$ cat config.mk
export PLATFORM = sky130hd
export DESIGN_NAME = seg7_scan
export DESIGN_NICKNAME = d
export VERILOG_FILES = /design/src/rtl/seg7_pkg.sv /design/src/rtl/seg7_scan_bcd_to_seg7.sv /design/src/rtl/seg7_scan.sv
export SDC_FILE = /design/constraint.sdc
export NUM_CORES = 1
export LEC_CHECK = 0
export BUFFER_PORTS_ARGS = -buffer_cell sky130_fd_sc_hd__buf_2
export CAP_MARGIN = 20
export CORE_MARGIN = 2
export CORE_UTILIZATION = 40
export CTS_BUF_LIST = sky130_fd_sc_hd__clkbuf_8
export DETAILED_ROUTE_END_ITERATION = 7
export PLACE_DENSITY = 0.66
export SLEW_MARGIN = 20
export SYNTH_ARGS = -nofsm -noshare
export SYNTH_HDL_FRONTEND = slang
export SYNTH_SLANG_ARGS = --single-unit
$ cat constraint.sdc
create_clock -name clk -period 3 [get_ports clk]
set_clock_uncertainty 0.05 [all_clocks]
set_input_delay 0.3 -clock clk [delete_from_list [all_inputs] [get_ports clk]]
set_output_delay 0.3 -clock clk [all_outputs]
set_load 0.02 [all_outputs]
$ cat src/rtl/seg7_pkg.sv
// Shared definitions for the six-digit multiplexed seven-segment scanner:
// digit count, index type, segment patterns and separator-dot placement.
package seg7_pkg;

  localparam int NUM_DIGITS = 6;

  typedef logic [2:0] digit_idx_t;

  // Segment order {g,f,e,d,c,b,a}, active-high; codes 10..15 are blank.
  localparam logic [6:0] SEG_TABLE [16] = '{
    7'h3F, 7'h06, 7'h5B, 7'h4F, 7'h66, 7'h6D, 7'h7D, 7'h07,
    7'h7F, 7'h6F, 7'h00, 7'h00, 7'h00, 7'h00, 7'h00, 7'h00
  };

  // Dots after the hours units and minutes units digits (hh.mm.ss).
  localparam logic [5:0] DP_MASK = 6'b010100;

endpackage

$ cat src/rtl/seg7_scan_bcd_to_seg7.sv
// Combinational BCD to seven-segment decoder driven by the shared pattern table.
module bcd_to_seg7
  import seg7_pkg::*;
(
  input  logic [3:0] bcd,
  output logic [6:0] seg
);

  assign seg = SEG_TABLE[bcd];

endmodule

$ cat src/rtl/seg7_scan.sv
// Six-digit time-multiplexed display driver: prescaled digit scan, per-frame
// input snapshot, dead time at each slot start, leading-zero blanking, dots.
module seg7_scan
  import seg7_pkg::*;
#(
  parameter int SCAN_DIV = 50000,
  parameter int DEAD     = 2,
  parameter int BLANK_LZ = 1
) (
  input  logic       clk,
  input  logic       rst_n,
  input  logic [3:0] sec_1,
  input  logic [3:0] sec_2,
  input  logic [3:0] min_1,
  input  logic [3:0] min_2,
  input  logic [3:0] hour_1,
  input  logic [3:0] hour_2,
  output logic [6:0] seg,
  output logic       dp,
  output logic [5:0] an
);

  localparam int                CNT_W    = $clog2(SCAN_DIV);
  localparam logic [CNT_W-1:0]  CNT_LAST = CNT_W'(SCAN_DIV - 1);
  localparam logic [CNT_W-1:0]  DEAD_END = CNT_W'(DEAD);
  localparam digit_idx_t        IDX_LAST = digit_idx_t'(NUM_DIGITS - 1);

  logic [CNT_W-1:0] cnt;
  digit_idx_t       idx;
  logic [3:0]       snap [NUM_DIGITS];
  logic             frame_start;

  logic [3:0]       digit_p0;
  logic [6:0]       pat_p0;
  logic [5:0]       en_p0;
  logic             lit_p0;
  logic             lz_p0;
  logic [5:0]       an_p0;
  logic [6:0]       seg_p0;
  logic             dp_p0;

  logic [5:0]       an_p1;
  logic [6:0]       seg_p1;
  logic             dp_p1;

  always_ff @(posedge clk or negedge rst_n) begin
    if (!rst_n) begin
      cnt <= '0;
      idx <= '0;
    end else if (cnt == CNT_LAST) begin
      cnt <= '0;
      idx <= (idx == IDX_LAST) ? '0 : idx + 1'b1;
    end else begin
      cnt <= cnt + 1'b1;
    end
  end

  // Loaded during the blank head of slot 0, so a whole frame shows one time value.
  assign frame_start = (idx == '0) && (cnt == '0);

  always_ff @(posedge clk or negedge rst_n) begin
    if (!rst_n) begin
      for (int i = 0; i < NUM_DIGITS; i++) snap[i] <= '0;
    end else if (frame_start) begin
      snap[0] <= sec_1;
      snap[1] <= sec_2;
      snap[2] <= min_1;
      snap[3] <= min_2;
      snap[4] <= hour_1;
      snap[5] <= hour_2;
    end
  end

  // Stage p0: select and decode the current digit, apply dead time and blanking.
  always_comb begin
    digit_p0 = '0;
    case (idx)
      3'd0:    digit_p0 = snap[0];
      3'd1:    digit_p0 = snap[1];
      3'd2:    digit_p0 = snap[2];
      3'd3:    digit_p0 = snap[3];
      3'd4:    digit_p0 = snap[4];
      3'd5:    digit_p0 = snap[5];
      default: digit_p0 = '0;
    endcase
  end

  bcd_to_seg7 u_dec (
    .bcd (digit_p0),
    .seg (pat_p0)
  );

  assign en_p0  = 6'b000001 << idx;
  assign lit_p0 = (cnt >= DEAD_END);
  assign lz_p0  = (BLANK_LZ != 0) && (idx == IDX_LAST) && (snap[5] == 4'd0);

  // The enable still asserts for a blanked leading zero to keep slot timing uniform.
  assign an_p0  = lit_p0 ? ~en_p0 : 6'b111111;
  assign seg_p0 = (lit_p0 && !lz_p0) ? pat_p0 : 7'h00;
  assign dp_p0  = lit_p0 && !lz_p0 && |(en_p0 & DP_MASK);

  // Stage p1: registered outputs.
  always_ff @(posedge clk or negedge rst_n) begin
    if (!rst_n) begin
      an_p1  <= 6'b111111;
      seg_p1 <= 7'h00;
      dp_p1  <= 1'b0;
    end else begin
      an_p1  <= an_p0;
      seg_p1 <= seg_p0;
      dp_p1  <= dp_p0;
    end
  end

  assign an  = an_p1;
  assign seg = seg_p1;
  assign dp  = dp_p1;

endmodule

* Word-level counts from Yosys, hierarchy flattened
Memory sizes are Yosys's and may differ from the RTL's.
Index checks and enable logic that the tools add are counted.
Widths: inputs -> output; s select.
** Storage, ports and cells
- Register bits after elaboration :: 57
- Latch bits :: 0
- Bits in writable memories :: 0
- ROM bits :: 112
- Output and inout bits :: 14
- Logic and storage cells :: 41
- Memories kept :: 1
** Memories
- (no name shown) :: words 16, width 7, rd ports 1, clocked after Yosys merged registers in 0, write ports 0, line seg7_scan_bcd_to_seg7.sv:9 : assign seg = SEG_TABLE[bcd];
** Operators by class
- Add/subtract/negate cells :: 2
- $mul :: 0
- Divide/modulo/power cells :: 0
- Magnitude comparators :: 2
- Eq/ne operators :: 6
- Shifts and indexed selects :: 1
- Multiplexer cells :: 7
- Bitwise operators :: 2
- Reductions and logical operators :: 9
** Operators with widths (count)
- $pmux 4 s6 :: 1
- $mux 7 :: 3
- $add 16x1->16 const B :: 1
- $eq 16x16->1 const B :: 1
- $ge 16x2->1 const B :: 1
- $logic_not 16->1 :: 1
- $mux 16 :: 1
- $eq 3x2->1 const B :: 2
- $eq 3x3->1 const B :: 2
- $mux 6 :: 1
- $not 6->6 :: 1
- $shl 1x3->6 const A :: 1
- $ge 5x5->1 const B :: 1
- $not 4->5 :: 1
- $logic_and 1x1->1 :: 4
- $logic_not 4->1 :: 1
- $add 3x1->3 const B :: 1
- $eq 3x1->1 const B :: 1
- $logic_not 3->1 :: 1
- $mux 3 :: 1
- $reduce_or 2->1 :: 1
- $logic_not 1->1 :: 1

* Logic depth before layout (Yosys ltp)
- Depth in word-level cells :: 7
- Gate-level depth with buffers :: 10
- Mapped depth without buffers :: 8

* Hierarchy
Synthesis repeated with hierarchy kept, for this count alone.
** Unflattened totals
- Cells, all modules :: 234
- Area total of the unflattened synthesis :: 2850.2 µm²
** Modules (own cells, without submodules)
- seg7_scan :: times used 1, cells an instance 206, area an instance 2631.3 µm², seq. area each 1433.9 µm²
- bcd_to_seg7 :: times used 1, cells an instance 28, area an instance 219.0 µm², seq. area each 0.0 µm²

* Worst setup path before layout
No wires, ideal clock.
- Kind :: flip-flop to flip-flop
- Start :: register idx[0]
- End :: register seg_p1[6] (netlist: seg[6])
- Library setup time :: 0.082 ns
- Arrival :: 2.433 ns
- Path slack :: 0.435 ns
- Stages on the path, launching flop included :: 11
- Path buffers :: 2
- Cells stage by stage :: dfrtp_1 > buf_2 > buf_2 > and2_1 > ha_1 > a22o_1 > a221oi_4 > inv_1 > ha_1 > or3_1 > o22ai_1
** Between the ends
- Word-level cells in the longest chain between the ends :: 7
** Ends and longest elaborated chain
- start: declaration :: line seg7_scan.sv:29 : digit_idx_t idx;
- start signal: assignment :: line seg7_scan.sv:52 : idx <= (idx == IDX_LAST) ? '0 : idx + 1'b1;
- $eq 3x3->1 (tied with other cells) :: line seg7_scan.sv:77, seg7_scan.sv:95
- $pmux 4 s6 :: line seg7_scan.sv:77 : case (idx)
- $not 4->5 (implied by the code) :: line seg7_scan_bcd_to_seg7.sv:9
- $mem_v2 16x7
- $mux 7 (implied by the code) (2 in series) :: line seg7_scan_bcd_to_seg7.sv:9
- $mux 7 * :: line seg7_scan.sv:99 : assign seg_p0 = (lit_p0 && !lz_p0) ? pat_p0 : 7'h00;
- net seg_p0[6] :: line seg7_scan.sv:39 : logic [6:0] seg_p0;
- end signal: assignment :: line seg7_scan.sv:110 : seg_p1 <= seg_p0;
- end: declaration :: line seg7_scan.sv:43 : logic [6:0] seg_p1;
Mark *: on every way through the listed nets, which the timed path passes. The rest lies on a longest branch. The select of a mux whose other input is x is not followed.
A chain may end at the register's enable or synchronous reset.

* Worst setup path after layout
- Start :: register idx[2]
- End :: register seg_p1[6] (netlist: seg[6])
Same word-level chain as after synthesis.

==> flow_metrics.tcl <==
set metrics [dict create \
    register_area_mm2 0.00143 \
    yosys_warnings 0 \
    fill_cells 620 \
    postRouteAntennaNets 0 \
    synth-main-ff-cell "dfrtp_1" \
    critPathLaunchType "register" \
    synth_nets 266 \
    r2r-end "seg[6]" \
    drc 0 \
    dp_hpwl_mm 3.87 \
    cts_buffer_depth 2 \
    hold_viol 0 \
    overflow 0 \
    start_util 0.406 \
    required_ns 3.21 \
    dieArea_mm2 0.00746 \
    die_y_um 86.4 \
    clkLatencyLatePin_ns 0.34 \
    p_per_area_mw_per_mm2 480 \
    fin_crit_ns 2.59 \
    multi_input_area_mm2 0.00118 \
    grt_max_degree 58 \
    synth_area_per_cell_um2 11.6 \
    root_buffer "clkbuf_8" \
    async_reset_ff_frac 1.00 \
    ioPinCount 40 \
    cts_buffers 9 \
    crit_fanout 14 \
    wl_mm 5.42 \
    dr.pass1.iters 4 \
    yosysUniqueCellTypes 46 \
    worst_pin_slew_ns 0.696 \
    slew_viol_final 0 \
    worst-r2r-setup-slack_ns 0.41 \
    drtIter0Drc 108 \
    clock_sinks 57 \
    crit_path_end_kind "register" \
    fmax_mhz 386 \
    portBuffers 39 \
    grt_pass1_vias 1857 \
    rsz0062_at_grt "no" \
    antenna_found_initial 0 \
    synth_area_mm2 0.00271 \
    worstSetupPathType "register to register" \
    cap_violations 0 \
    synth.largest_area_cell "dfrtp_1" \
    cts.repair.resized 0 \
    max_slew_margin 0.536 \
    diodes 0 \
    startpoint "idx[2]" \
    grt_pass1_wl_mm 8.91 \
    drive_gt1_frac 0.254 \
    cts_tree "done" \
    seq_area_frac_synth 0.529 \
    setup_tns_ns 0 \
    ys_top_cells_by_area "dfrtp_1, mux2_1, dfstp_2" \
    place.gp.congestion 0.854 \
    setup_viol 0 \
    hp-class "primary input to asynchronous set/reset pin" \
    num_rows 30 \
    num_vias 1883 \
    hold_buffers 0 \
    ys_seq_elements 57 \
    cts_setup_buffers 0 \
    clkSlewWorstSetupHoldPaths_ns 0.07 \
    regToRegStartpoint "idx[2]" \
    synth_edf_count 0 \
    p_leak_nw 1.45 \
    area_growth_pct 16.2 \
    htree_levels 3 \
    r2r_cells 8 \
    wire_per_inst_um 14.9 \
    cp.arrival_ns 2.80 \
    final.period_utilization 0.863 \
    final_nets 312 \
    fin_util 0.472 \
    postSynthCellCount 233 \
    status "finished clean" \
    die_x_um 86.4 \
    cp-endpoint "seg[6]" \
    viasPerCell 5.17 \
    vdd.ir_drop.worst_mv 0.196 \
    grt.total_usage 0.156 \
    coreArea_mm2 0.00668 \
    synth_top_area_frac 0.470 \
]
cells in the final DEF, fill, tap and decap left out, types with 2 or more instances in the layout:
master    instances
and3_1            4
a22o_1            2
nand3_1           5
dfstp_2           6
a21oi_1           7
clkinv_2          4
nor2_1           18
nor3_1            7
mux2_2            2
nand4_1           6
ha_1              7
buf_2            39
dfrtp_1          51
clkbuf_8         10
xnor2_1           7
mux2_1           24
buf_4             6
nor4_1            3
mux2i_1           2
a221oi_4          2
o211ai_1          3
inv_1             9
o21ai_1           3
nand3b_1          7
nand2_1          18
xor2_1           10
or3_1             2
synth_stat cells (4+ instances only):
cell      instances
dfrtp_1          51
mux2_1           24
nand2_1          18
nor2_1           18
xor2_1           10
a21oi_1           7
ha_1              7
inv_1             7
nand3b_1          7
nor3_1            7
xnor2_1           7
dfstp_2           6
nand4_1           6
buf_2             5
nand3_1           5
and3_1            4
per-layer routing:
metal / vias up / global-route usage / routed length [µm]
met2: 48 / 0.234 / 2400
met1: 914 / 0.210 / 2650
li1: 912 / - / -
met3: 9 / 0.0514 / 282
met5: - / 0 / 0
met4: 0 / 0.0597 / 91
worst max-delay path, cell delays in order, from the launching register on:
cell,delay [ns]
dfrtp_1,0.61
inv_2,0.14
ha_1,0.29
a22o_1,0.27
a221oi_4,0.31
inv_1,0.09
ha_1,0.19
or3_1,0.40
o22ai_1,0.15
per-stage QoR:
stage / total power [mW] / worst slack [ns] / hold slack (ns) / instance area, µm² / std cells
2_1_floorplan: 0.865 / 0.435 / -0.0456 / 2710 / 233
3_3_place_gp: 0.916 / 0.564 / 0.423 / 2990 / 348
3_5_place_dp: 0.918 / 0.487 / 0.425 / 2990 / 348
4_1_cts: 1.53 / 0.429 / 0.0615 / 3150 / 364
5_1_grt: 1.57 / 0.223 / 0.0910 / 3150 / 364
6_report: 1.51 / 0.410 / 0.0253 / 3150 / 364
layout make-up:
type | instances | area share
repair buffers | 45 | 0.0762
inverters | 8 | 0.00953
multi-input cells | 158 | 0.375
clock buffers | 10 | 0.0437
clock inverters | 6 | 0.00873
well taps | 80 | 0.0318
flip-flops and latches | 57 | 0.455
cells by family after synthesis:
| family | count (synthesis) | share of synthesized area |
|---|---|---|
| AO/OA/AOI/OAI | 28 | 0.0853 |
| AND/OR/NAND/NOR | 78 | 0.148 |
| flip-flops | 57 | 0.529 |
| multiplexers | 28 | 0.115 |
| buffers and inverters | 18 | 0.0355 |
| adder cells (fa/ha/maj) | 7 | 0.0323 |
| XOR/XNOR | 17 | 0.0549 |
registers in the layout, summed over array words and instances, names as in the netlist:
name	flops
an	6
cnt	16
dp	1
idx	3
seg	7
snap	24
how the worst min path moves through the flow:
stage               start  endpoint  slack [ns]  depth (start not counted)
global placement    rst_n    seg[2]        0.42                          2
global route        rst_n    seg[2]        0.09                          2
detailed placement  rst_n    seg[2]        0.43                          2
floorplan           rst_n    cnt[0]       -0.05                          0
finish              rst_n    seg[2]        0.03                          2
CTS                 rst_n    seg[2]        0.06                          2
where the power goes:
part / leakage, nW / switching (mW) / total [mW] / internal (mW)
Sequential: 0.692 / 0.0133 / 0.807 / 0.794
Clock: 0.0982 / 0.301 / 0.611 / 0.310
Combinational: 0.656 / 0.0528 / 0.0957 / 0.0429
(Power assumes the default switching activity.)
